===== config.mk =====
export PLATFORM = sky130hd
export DESIGN_NAME = div_seq_param_flat
export DESIGN_NICKNAME = d
export VERILOG_FILES = /design/src/rtl/div_pkg.sv /design/src/rtl/div_seq_param_if.sv /design/src/rtl/div_step.sv /design/src/rtl/div_seq_param.sv /design/src/flat_wrapper.sv
export SDC_FILE = /design/constraint.sdc
export NUM_CORES = 1
export LEC_CHECK = 0
export ABC_AREA = 1
export ABC_CLOCK_PERIOD_IN_PS = 3700
export BUFFER_PORTS_ARGS = -buffer_cell sky130_fd_sc_hd__buf_2
export CAP_MARGIN = 20
export CORE_MARGIN = 2
export CORE_UTILIZATION = 40
export DETAILED_ROUTE_END_ITERATION = 10
export GPL_TIMING_DRIVEN = 0
export PLACE_DENSITY = 0.58
export SLEW_MARGIN = 20
export SYNTH_ARGS = -nofsm -noshare
export SYNTH_HDL_FRONTEND = slang
export SYNTH_SLANG_ARGS = --single-unit

===== constraint.sdc =====
create_clock -name clk -period 3.7 [get_ports clk]
set_input_delay 0.185 -clock clk [delete_from_list [all_inputs] [get_ports clk]]
set_output_delay 0.185 -clock clk [all_outputs]
set_load 0.01 [all_outputs]

===== src/rtl/div_pkg.sv =====
// Shared definitions for the sequential divider: FSM state encoding.
package div_pkg;

  typedef enum logic [1:0] {
    IDLE = 2'd0,
    CALC = 2'd1,
    FIX  = 2'd2,
    DONE = 2'd3
  } div_state_t;

endpackage


===== src/rtl/div_seq_param_if.sv =====
// Request/result bundle for div_seq_param; master drives operands, slave returns results.
interface div_seq_param_if #(
  parameter int WIDTH = 32
);

  logic             start;
  logic             signed_op;
  logic [WIDTH-1:0] a;
  logic [WIDTH-1:0] b;
  logic             busy;
  logic             done;
  logic [WIDTH-1:0] hi;
  logic [WIDTH-1:0] lo;
  logic             zero;
  logic             div_by_zero;

  modport master (
    output start, signed_op, a, b,
    input  busy, done, hi, lo, zero, div_by_zero
  );

  modport slave (
    input  start, signed_op, a, b,
    output busy, done, hi, lo, zero, div_by_zero
  );

endinterface


===== src/rtl/div_step.sv =====
// One restoring divide iteration: trial-subtract divisor from shifted partial remainder.
// Purely combinational; rem_i is the previous remainder with the next dividend bit appended.
module div_step #(
  parameter int WIDTH = 32
) (
  input  logic [WIDTH:0]   rem_i,
  input  logic [WIDTH-1:0] dvs_i,
  output logic [WIDTH-1:0] rem_o,
  output logic             q_o
);

  logic [WIDTH:0] diff;

  // rem_i < 2*dvs_i always holds, so the borrow bit alone decides the quotient bit.
  always_comb begin
    diff  = rem_i - {1'b0, dvs_i};
    q_o   = ~diff[WIDTH];
    rem_o = q_o ? diff[WIDTH-1:0] : rem_i[WIDTH-1:0];
  end

endmodule


===== src/rtl/div_seq_param.sv =====
// Sequential restoring divider, fixed WIDTH+2 cycle latency, start ignored while busy (no queueing).
// Signed operation is only built when DIV_SEQ_SIGNED_EN is defined; otherwise signed_op is ignored.
module div_seq_param
  import div_pkg::*;
#(
  parameter int WIDTH = 32
) (
  input  logic          clk,
  input  logic          rst_n,
  div_seq_param_if.slave bus
);

  localparam int CW = $clog2(WIDTH);

  div_state_t       state_q;
  logic [CW-1:0]    cnt_q;
  logic [WIDTH-1:0] rem_q, quo_q, dvs_q, a_q;
  logic             dbz_q;
  logic             busy_q, done_q, zero_q, dbz_out_q;
  logic [WIDTH-1:0] hi_q, lo_q;

  logic [WIDTH-1:0] rem_d;
  logic             q_bit_d;
  logic [WIDTH-1:0] a_mag, b_mag, quo_fix, rem_fix;

`ifdef DIV_SEQ_SIGNED_EN
  logic a_neg, b_neg;
  logic neg_quo_q, neg_rem_q;

  always_comb begin
    a_neg = bus.signed_op & bus.a[WIDTH-1];
    b_neg = bus.signed_op & bus.b[WIDTH-1];
    a_mag = a_neg ? (~bus.a + 1'b1) : bus.a;
    b_mag = b_neg ? (~bus.b + 1'b1) : bus.b;
  end
`else
  logic signed_op_unused;
  assign signed_op_unused = bus.signed_op;

  always_comb begin
    a_mag = bus.a;
    b_mag = bus.b;
  end
`endif

  // Divide-by-zero overrides the datapath: quotient all ones, remainder is the raw dividend.
  always_comb begin
    quo_fix = quo_q;
    rem_fix = rem_q;
`ifdef DIV_SEQ_SIGNED_EN
    if (neg_quo_q) quo_fix = ~quo_q + 1'b1;
    if (neg_rem_q) rem_fix = ~rem_q + 1'b1;
`endif
    if (dbz_q) begin
      quo_fix = '1;
      rem_fix = a_q;
    end
  end

  div_step #(.WIDTH(WIDTH)) u_step (
    .rem_i ({rem_q, quo_q[WIDTH-1]}),
    .dvs_i (dvs_q),
    .rem_o (rem_d),
    .q_o   (q_bit_d)
  );

  always_ff @(posedge clk or negedge rst_n) begin
    if (!rst_n) begin
      state_q   <= IDLE;
      cnt_q     <= '0;
      rem_q     <= '0;
      quo_q     <= '0;
      dvs_q     <= '0;
      a_q       <= '0;
      dbz_q     <= 1'b0;
      busy_q    <= 1'b0;
      done_q    <= 1'b0;
      zero_q    <= 1'b0;
      dbz_out_q <= 1'b0;
      hi_q      <= '0;
      lo_q      <= '0;
`ifdef DIV_SEQ_SIGNED_EN
      neg_quo_q <= 1'b0;
      neg_rem_q <= 1'b0;
`endif
    end else begin
      done_q <= 1'b0;
      case (state_q)
        IDLE: if (bus.start) begin
          state_q <= CALC;
          busy_q  <= 1'b1;
          cnt_q   <= '0;
          rem_q   <= '0;
          quo_q   <= a_mag;
          dvs_q   <= b_mag;
          a_q     <= bus.a;
          dbz_q   <= (bus.b == '0);
`ifdef DIV_SEQ_SIGNED_EN
          neg_quo_q <= a_neg ^ b_neg;
          neg_rem_q <= a_neg;
`endif
        end
        CALC: begin
          rem_q <= rem_d;
          quo_q <= {quo_q[WIDTH-2:0], q_bit_d};
          cnt_q <= cnt_q + CW'(1);
          if (cnt_q == CW'(WIDTH - 1)) state_q <= FIX;
        end
        FIX: begin
          quo_q   <= quo_fix;
          rem_q   <= rem_fix;
          state_q <= DONE;
        end
        DONE: begin
          lo_q      <= quo_q;
          hi_q      <= rem_q;
          zero_q    <= (quo_q == '0);
          dbz_out_q <= dbz_q;
          done_q    <= 1'b1;
          busy_q    <= 1'b0;
          state_q   <= IDLE;
        end
        default: state_q <= IDLE;
      endcase
    end
  end

  assign bus.busy        = busy_q;
  assign bus.done        = done_q;
  assign bus.hi          = hi_q;
  assign bus.lo          = lo_q;
  assign bus.zero        = zero_q;
  assign bus.div_by_zero = dbz_out_q;

endmodule


===== src/flat_wrapper.sv =====
// flat-port wrapper written by rule: the top's interface ports become plain ports
module div_seq_param_flat import div_pkg::*;
#(
  parameter int WIDTH = 32
)
  (clk, rst_n, bus_start, bus_signed_op, bus_a, bus_b, bus_busy, bus_done, bus_hi, bus_lo, bus_zero, bus_div_by_zero);
  div_seq_param_if #(.WIDTH(WIDTH)) bus_i ();
  input  logic clk;
  input  logic rst_n;
  input wire logic [$bits(bus_i.start)-1:0] bus_start;
  input wire logic [$bits(bus_i.signed_op)-1:0] bus_signed_op;
  input wire logic [$bits(bus_i.a)-1:0] bus_a;
  input wire logic [$bits(bus_i.b)-1:0] bus_b;
  output wire logic [$bits(bus_i.busy)-1:0] bus_busy;
  output wire logic [$bits(bus_i.done)-1:0] bus_done;
  output wire logic [$bits(bus_i.hi)-1:0] bus_hi;
  output wire logic [$bits(bus_i.lo)-1:0] bus_lo;
  output wire logic [$bits(bus_i.zero)-1:0] bus_zero;
  output wire logic [$bits(bus_i.div_by_zero)-1:0] bus_div_by_zero;
  assign bus_i.start = bus_start;
  assign bus_i.signed_op = bus_signed_op;
  assign bus_i.a = bus_a;
  assign bus_i.b = bus_b;
  assign bus_busy = bus_i.busy;
  assign bus_done = bus_i.done;
  assign bus_hi = bus_i.hi;
  assign bus_lo = bus_i.lo;
  assign bus_zero = bus_i.zero;
  assign bus_div_by_zero = bus_i.div_by_zero;
  div_seq_param #(.WIDTH(WIDTH)) u_core (.clk(clk), .rst_n(rst_n), .bus(bus_i));
endmodule

==> results of run 1 <==
-- cell type report --
cell class / count / area [um2]
Antenna cell: 1 / 2.50
Clock inverter: 14 / 173
Multi-Input combinational cell: 1177 / 5410
Buffer: 65 / 289
Timing Repair Buffer: 200 / 1380
Tap cell: 384 / 480
Sequential cell: 204 / 5100
Inverter: 237 / 890
Clock buffer: 32 / 692
Fill cell: 2907 / 14400
-- logic make-up (layout without fill, tap and decap cells) --
group                      after synthesis  in the layout  share of synthesized area
AOI/OAI and AO/OA                      184            184                     0.0839
xor gates and xnor gates                15             15                     0.0112
adders and majority gates               39             39                     0.0424
buffers and inverters                  302            548                      0.101
DFF                                    204            204                      0.437
other                                    0              1                          0
and+or+nand+nor                        939            939                      0.325
-- report_power, final --
part           leakage, uW  internal, uW  switching [uW]
combinational      0.00500          3020            6450
clock             0.000425          1540            1040
sequential         0.00262          3300             831
-- metal layers --
metal / part of all wire / wire (um) / GRT usage / vias up
met1: 0.46 / 18700 / 0.383 / 5318
li1: - / - / - / 5620
met4: 0.030 / 1230 / 0.0823 / 0
met3: 0.062 / 2510 / 0.0379 / 68
met5: 0 / 0 / 0 / -
met2: 0.45 / 18200 / 0.428 / 336
-- flip-flops by register name, indices dropped and copies added, names as in the netlist, 2 cells and up --
| signal | cells |
|---|---|
| u_core.a_q | 32 |
| u_core.state_q | 2 |
| u_core.dvs_q | 32 |
| u_core.quo_q | 32 |
| u_core.bus.lo | 32 |
| u_core.cnt_q | 5 |
| u_core.bus.hi | 32 |
| u_core.rem_q | 32 |
-- cell usage in the layout (no fill, tap or decap), types with 10 or more instances in the layout --
cell / n
nor2_1: 48
inv_1: 236
a21oi_1: 28
nand3_1: 46
nand2_1: 775
dlygate4sd3_1: 64
o211ai_1: 15
buf_2: 138
o21ai_0: 131
clkbuf_16: 25
xnor2_1: 13
nor4_1: 12
nand4_1: 11
nand3_2: 10
dfrtp_1: 204
clkbuf_1: 57
nand2_2: 18
ha_1: 38
-- worst max path at each step --
| stage | start | to | slack (ns) | cells after the start |
|---|---|---|---|---|
| floorplan | u_core.quo_q[31]$_DFFE_PN0P_ | u_core.rem_q[10]$_DFFE_PN0P_ | 1.40 | 20 |
| global placement | rst_n | u_core.bus.lo[17]$_DFFE_PN0P_ | -1.28 | 1 |
| detailed placement | u_core.quo_q[31]$_DFFE_PN0P_ | u_core.rem_q[24]$_DFFE_PN0P_ | 0.82 | 19 |
| CTS | u_core.quo_q[31]$_DFFE_PN0P_ | u_core.rem_q[17]$_DFFE_PN0P_ | 0.78 | 19 |
| global route | u_core.quo_q[31]$_DFFE_PN0P_ | u_core.rem_q[17]$_DFFE_PN0P_ | 0.57 | 19 |
| finish | u_core.quo_q[31]$_DFFE_PN0P_ | u_core.rem_q[18]$_DFFE_PN0P_ | 0.78 | 19 |
-- stage by stage --
| step | area [um2] | hold slack [ns] |
|---|---|---|
| CTS | 14400 | 0.0174 |
| finish | 14400 | 0.0307 |
| detailed placement | 12900 | 0.153 |
| global placement | 12800 | 0.425 |
| global route | 14400 | 0.0316 |
| floorplan | 11700 | -0.111 |
-- worst reg2reg max path: cells and delay by family (launching register included) --
kind,cells,cell delay (ns)
adder cells (fa/ha/maj),2,0.61
flip-flops,1,0.40
buffers and inverters,3,0.53
AND/OR/NAND/NOR,14,1.28
-- cells in the mapped netlist --
cell | count | share of area
and2_1 | 4 | 0.0021
nand2_2 | 18 | 0.0096
o22ai_1 | 3 | 0.0016
a21o_1 | 2 | 0.0013
xor2_1 | 2 | 0.0015
dfrtp_1 | 204 | 0.44
nor4_1 | 12 | 0.0064
nor2_4 | 1 | 0.00096
nand2_1 | 775 | 0.25
or2_1 | 1 | 0.00054
o31ai_1 | 1 | 0.00064
nor2_1 | 48 | 0.015
nor3_2 | 1 | 0.00086
fa_1 | 1 | 0.0017
o21bai_1 | 2 | 0.0013
nand3_2 | 10 | 0.0086
buf_4 | 2 | 0.0013
nor3_1 | 7 | 0.0030
a21oi_2 | 1 | 0.00075
clkbuf_1 | 54 | 0.017
nor2_2 | 1 | 0.00054
a21oi_1 | 28 | 0.012
inv_2 | 1 | 0.00032
nand3_1 | 46 | 0.020
o211ai_1 | 15 | 0.0096
nand4_1 | 11 | 0.0059
nand3b_1 | 4 | 0.0026
buf_2 | 5 | 0.0021
buf_12 | 1 | 0.0017
ha_1 | 38 | 0.041
buf_6 | 2 | 0.0019
inv_1 | 236 | 0.076
xnor2_1 | 13 | 0.0097
buf_1 | 1 | 0.00032
a22oi_1 | 1 | 0.00064
o21ai_0 | 131 | 0.056
==> run summary, run 1 <==
R2r startpoint: u_core.quo_q[31]$_DFFE_PN0P_
WL final: 40600 um
First-pass DRT Iterations: 5
Setup crit end kind: register
Highest achievable clock rate: 342 MHz
Area grow syn2layout: 23.3%
Sink Count: 204
Buffers added on ports: 134
DIE AREA: 0.0306 mm2
NumNets Final: 2017
Setup WS pre-CTS: 0.821 ns
Syn nets: 1790
Util after Layout: 0.501
Status: complete, no violations
Netlist cell types: 36
Clk_lat worst skew: 0.54 ns
# hold bufs at CTS: 64
Reg clk slew, reported paths: 0.06 ns
Vias in the first global route: 11.2k
RePlAce Congestion: 0.975
First-pass GRT wire length: 63500 um
Max-slew headroom: 0.472
Critical register-to-register path endpoint: u_core.rem_q[18]$_DFFE_PN0P_
Die height: 175 um
CTS root buffer: clkbuf_16
Crit path DAT: 3.36 ns
Drt drc: 0
Setup Skew: 0.0176 ns
Worst hold path type: in2reg
Htree depth: 1
Pwr Total: 16200 uW
DP Cell Count: 2203
Pwr dens: 1120 mW/mm2
Crit path largest cell delay: 0.40 ns
Worst-path fanout max: 10
Worst path required time: 4.14 ns
Syn Area/Cell: 6.95 um2
IR drop worst, VDD: 0.000519 V
WHS Path Cells: 3
CTS tree: yes
Crit path top cell by count: nand2_1
Initial Util: 0.406
Critical path class: reg2reg
Setup slack, reg-to-reg: 0.78 ns
Max clock buf depth: 3
Reg2reg path depth: 19
Yosys warnings: 0
Final Non-Filler Cells: 2314
IO Count: 136
Sequential area share after synthesis: 0.437
Cell count after synthesis: 1683
Setup Fix Bufs, Post-CTS: 0
Post-route ant nets: 0
Drt via density: 4.90
Final setup viols: 0
Worst Hold End: u_core.a_q[31]$_DFFE_PN0P_
Wire length per cell: 17.5 um
Pins over their slew limit: 0
Fin. Hold Viols: 0
Final worst slack: 0.776 ns
CP max stage cell: dfrtp_1
Setup TNS: 0 ns
Number of synthesized register bits: 204
Tightest Pin Transition: 0.792 ns
Max cap viols: 0
Final period util: 0.790
Pleak: 0.00805 uW
Critical-path cell list: inv_1, ha_1, inv_1, fa_1, nand2_1, nand2_1, nand3_1, nand2_2, nand2_1, nand2_2, nand2_2, nand3_1, nand2_2, buf_2, nand2_1, nand3_1, nand2_1, nand2_1, nand2_1
Core ar.: 0.0288 mm2
WP buf/inv: 3
Share of cells above drive strength 1: 0.115
Num CTS Buffers: 25
Vias: 11.3k
Synth Cell Area: 0.0117 mm2
Crit path launch type: register
Cts repair resizes: 0
Final global-route overflow total: 0
Worst Hold Launch: bus_a[31]
Final HPWL DP: 31200 um
Initial DRC Count: 952
Critical path's top delay family: simple AND/OR/NAND/NOR gates
Largest net degree at the start of global routing: 90
GRT Resource Usage Total: 0.270
RSZ-0062 raised after global routing: no
# rows: 62
Initial antenna violation count: 0
Final min period: 2.92 ns
Die X: 175 um
No activity file was read; power rests on OpenSTA's default activity.
==> inputs of run 2 (changes only) <==
--- a/config.mk
+++ b/config.mk
@@ -6,7 +6,7 @@
 export NUM_CORES = 1
 export LEC_CHECK = 0
 export ABC_AREA = 1
-export ABC_CLOCK_PERIOD_IN_PS = 3700
+export ABC_CLOCK_PERIOD_IN_PS = 2900
 export BUFFER_PORTS_ARGS = -buffer_cell sky130_fd_sc_hd__buf_2
 export CAP_MARGIN = 20
 export CORE_MARGIN = 2
==> constraint.sdc (replaced) <==
create_clock -name clk -period 2.9 [get_ports clk]
set_input_delay 0.145 -clock clk [delete_from_list [all_inputs] [get_ports clk]]
set_output_delay 0.145 -clock clk [all_outputs]
set_load 0.01 [all_outputs]
==> run 2 against run 1 <==
Compared with the run above: fmax grew 7.2%; routed wire length increased by 0.76%; count of clock-buffer cells in the layout is the same; largest cell class unchanged; largest power group unchanged.
==> run summary, run 2 (synthesis gave the netlist of run 1 again) <==
Status: complete, no violations
Share of total power in sequential cells: 0.252 (-0.003)
RSZ-0062 raised after global routing: no
# rows: 62 (unchanged)
Post-route cell area: 0.0145 mm2 (+0.56%)
Final worst slack: 0.172 ns (-0.604 ns)
Comb pwr share: 0.590 (+0.005)
DR top layer: met4
Highest achievable clock rate: 367 MHz (+7.2%)
CP max stage cell: dfrtp_1
Worst-path fanout max: 11 (+1)
Hold Slack: 0.137 ns (+0.106 ns)
Final setup viols: 0 (unchanged)
WL met1: 18600 um (-0.28%)
Vias in the first global route: 11.2k (+0.018%)
Worst hold path type: in2async
Vias: 11.5k (+1.2%)
Max clock buf depth: 3 (unchanged)
CP startpoint: u_core.quo_q[31]$_DFFE_PN0P_
Crit path DAT: 3.15 ns (-0.21 ns)
RePlAce Congestion: 0.975 (unchanged)
Setup crit end kind: register
Clk_lat worst skew: 0.54 ns (about the same)
Pleak: 0.00808 uW (+0.39%)
Max-slew headroom: 0.461 (-0.0105)
Max cap viols: 0 (unchanged)
Leading cell type in the layout, fill and taps excluded: nand2_1
Pwr dens: 1440 mW/mm2 (+29%)
NumNets Final: 2020 (+0.15%)
Final period util: 0.941 (+0.150)
Buffers added on ports: 134 (unchanged)
Initial antenna violation count: 0 (unchanged)
Setup TNS: 0 ns (unchanged)
Area grow syn2layout: 24.0%
IO Count: 136 (unchanged)
IR drop worst, VDD: 0.000663 V (+28%)
R2r startpoint: u_core.quo_q[31]$_DFFE_PN0P_
Crit path largest cell delay: 0.40 ns (about the same)
Core ar.: 0.0288 mm2 (unchanged)
Share of cells above drive strength 1: 0.116 (+0.00137)
Htree depth: 1 (unchanged)
Crit path launch type: register
Wire length per cell: 17.6 um (+0.63%)
Worst path required time: 3.32 ns (-0.82 ns)
Final min period: 2.73 ns (-0.196 ns)
Critical-path cell list: inv_2, ha_1, inv_1, fa_2, nand2_1, nand2_1, nand3_1, nand2_4, nand2_1, nand2_2, nand2_2, nand3_1, nand2_2, buf_12, clkbuf_16, nand2_2, nand3_2, nand2_1, nand2_1, nand2_1
Final global-route overflow total: 0 (unchanged)
Setup WS pre-CTS: 0.0212 ns (-0.800 ns)
Reg2reg path depth: 20 (+1)
Fin. Hold Viols: 0 (unchanged)
Initial DRC Count: 982 (+3.2%)
DR WL met3: 2620 um (+4.3%)
GRT Resource Usage Total: 0.270 (about the same)
Internal: 10200 uW (+30%)
Placed inst area: 0.0129 mm2 (unchanged)
WP buf/inv: 4 (+1)
DIE AREA: 0.0306 mm2 (unchanged)
First-pass DRT Iterations: 5 (unchanged)
WL final: 40900 um (+0.76%)
Met2 wire length: 18500 um (+1.6%)
Tightest Pin Transition: 0.808 ns (+0.0157 ns)
Crit path top cell by count: nand2_1
Largest net degree at the start of global routing: 90 (unchanged)
Util after Layout: 0.504 (+0.00278)
Drt via density: 4.96 (+1.1%)
First-pass GRT wire length: 63500 um (about the same)
Critical path class: reg2reg
CTS root buffer: clkbuf_16
Sw frac: 0.512 (-0.00216)
Die X: 175 um (unchanged)
CTS tree: yes
Final HPWL DP: 31200 um (unchanged)
Sink Count: 204 (unchanged)
Critical register-to-register path endpoint: u_core.rem_q[9]$_DFFE_PN0P_
Post-route ant nets: 0 (unchanged)
Setup Skew: 0.0167 ns (-0.000860 ns)
Num CTS Buffers: 25 (unchanged)
Pins over their slew limit: 0 (unchanged)
Initial Util: 0.406 (unchanged)
Reg clk slew, reported paths: 0.06 ns (about the same)
Critical path's top delay family: simple AND/OR/NAND/NOR gates
Setup slack, reg-to-reg: 0.17 ns (-0.60 ns)
Setup Fix Bufs, Post-CTS: 0 (unchanged)
Drt drc: 0 (unchanged)
Power share of the clock group: 0.157 (-0.003)
Die height: 175 um (unchanged)
Commonest non-fill, non-tap cells in the layout: nand2_1, inv_1, dfrtp_1
Sw power: 10700 uW (+29%)
[run 2: cell types whose count changed in the layout (fill, tap and decap cells not counted), sizes merged]
cell and delta:
dlygate4sd3 +2, clkbuf +1
[run 2: power by group through the flow]
stage               registers, uW  clock network [uW]  logic, uW
floorplan                    5110                   0       8060
global placement             5280                   0      11800
detailed placement           5290                   0      11900
CTS                          5260                3340      12000
global route                 5410                3460      14000
finish                       5280                3290      12400
[run 2: per-layer routing]
metal,vias to the layer above,track usage
li1,5631,-
met1,5413,0.383
met2,372,0.428
met3,67,0.0379
met4,0,0.0823
met5,-,0
[run 2: worst max path at each step]
| stage | to | cells past startpoint |
|---|---|---|
| after floorplan | u_core.rem_q[10]$_DFFE_PN0P_ | 20 |
| after global placement | u_core.bus.lo[17]$_DFFE_PN0P_ | 1 |
| after detailed placement | u_core.rem_q[24]$_DFFE_PN0P_ | 19 |
| after CTS | u_core.rem_q[28]$_DFFE_PN0P_ | 19 |
| after global routing | u_core.rem_q[6]$_DFFE_PN0P_ | 20 |
| final | u_core.rem_q[9]$_DFFE_PN0P_ | 20 |
[run 2: cell type report]
class	count	area, um2
fill	2895	14300
multi-input combinational	1177	5420
sequential	204	5100
timing repair buffer	203	1420
inverter	237	890
clock buffer	32	692
tap	384	480
buffer	65	312
clock inverter	14	173
antenna	1	2.50
[run 2: per-stage QoR]
stage,instances,power [uW]
finish,2317,20900
global route,2316,22800
CTS,2315,20600
floorplan,1683,13200
global placement,2201,17000
detailed placement,2203,17200
[run 2: repair_timing]
item | CTS | global route
hold buffers | 66 | 0
gates cloned | 0 | 1
setup endpoints to repair | 5 | 32
endpoints found under the hold margin | 212 | 0
pin swaps | 0 | 1
gates resized for setup | 3 | 7
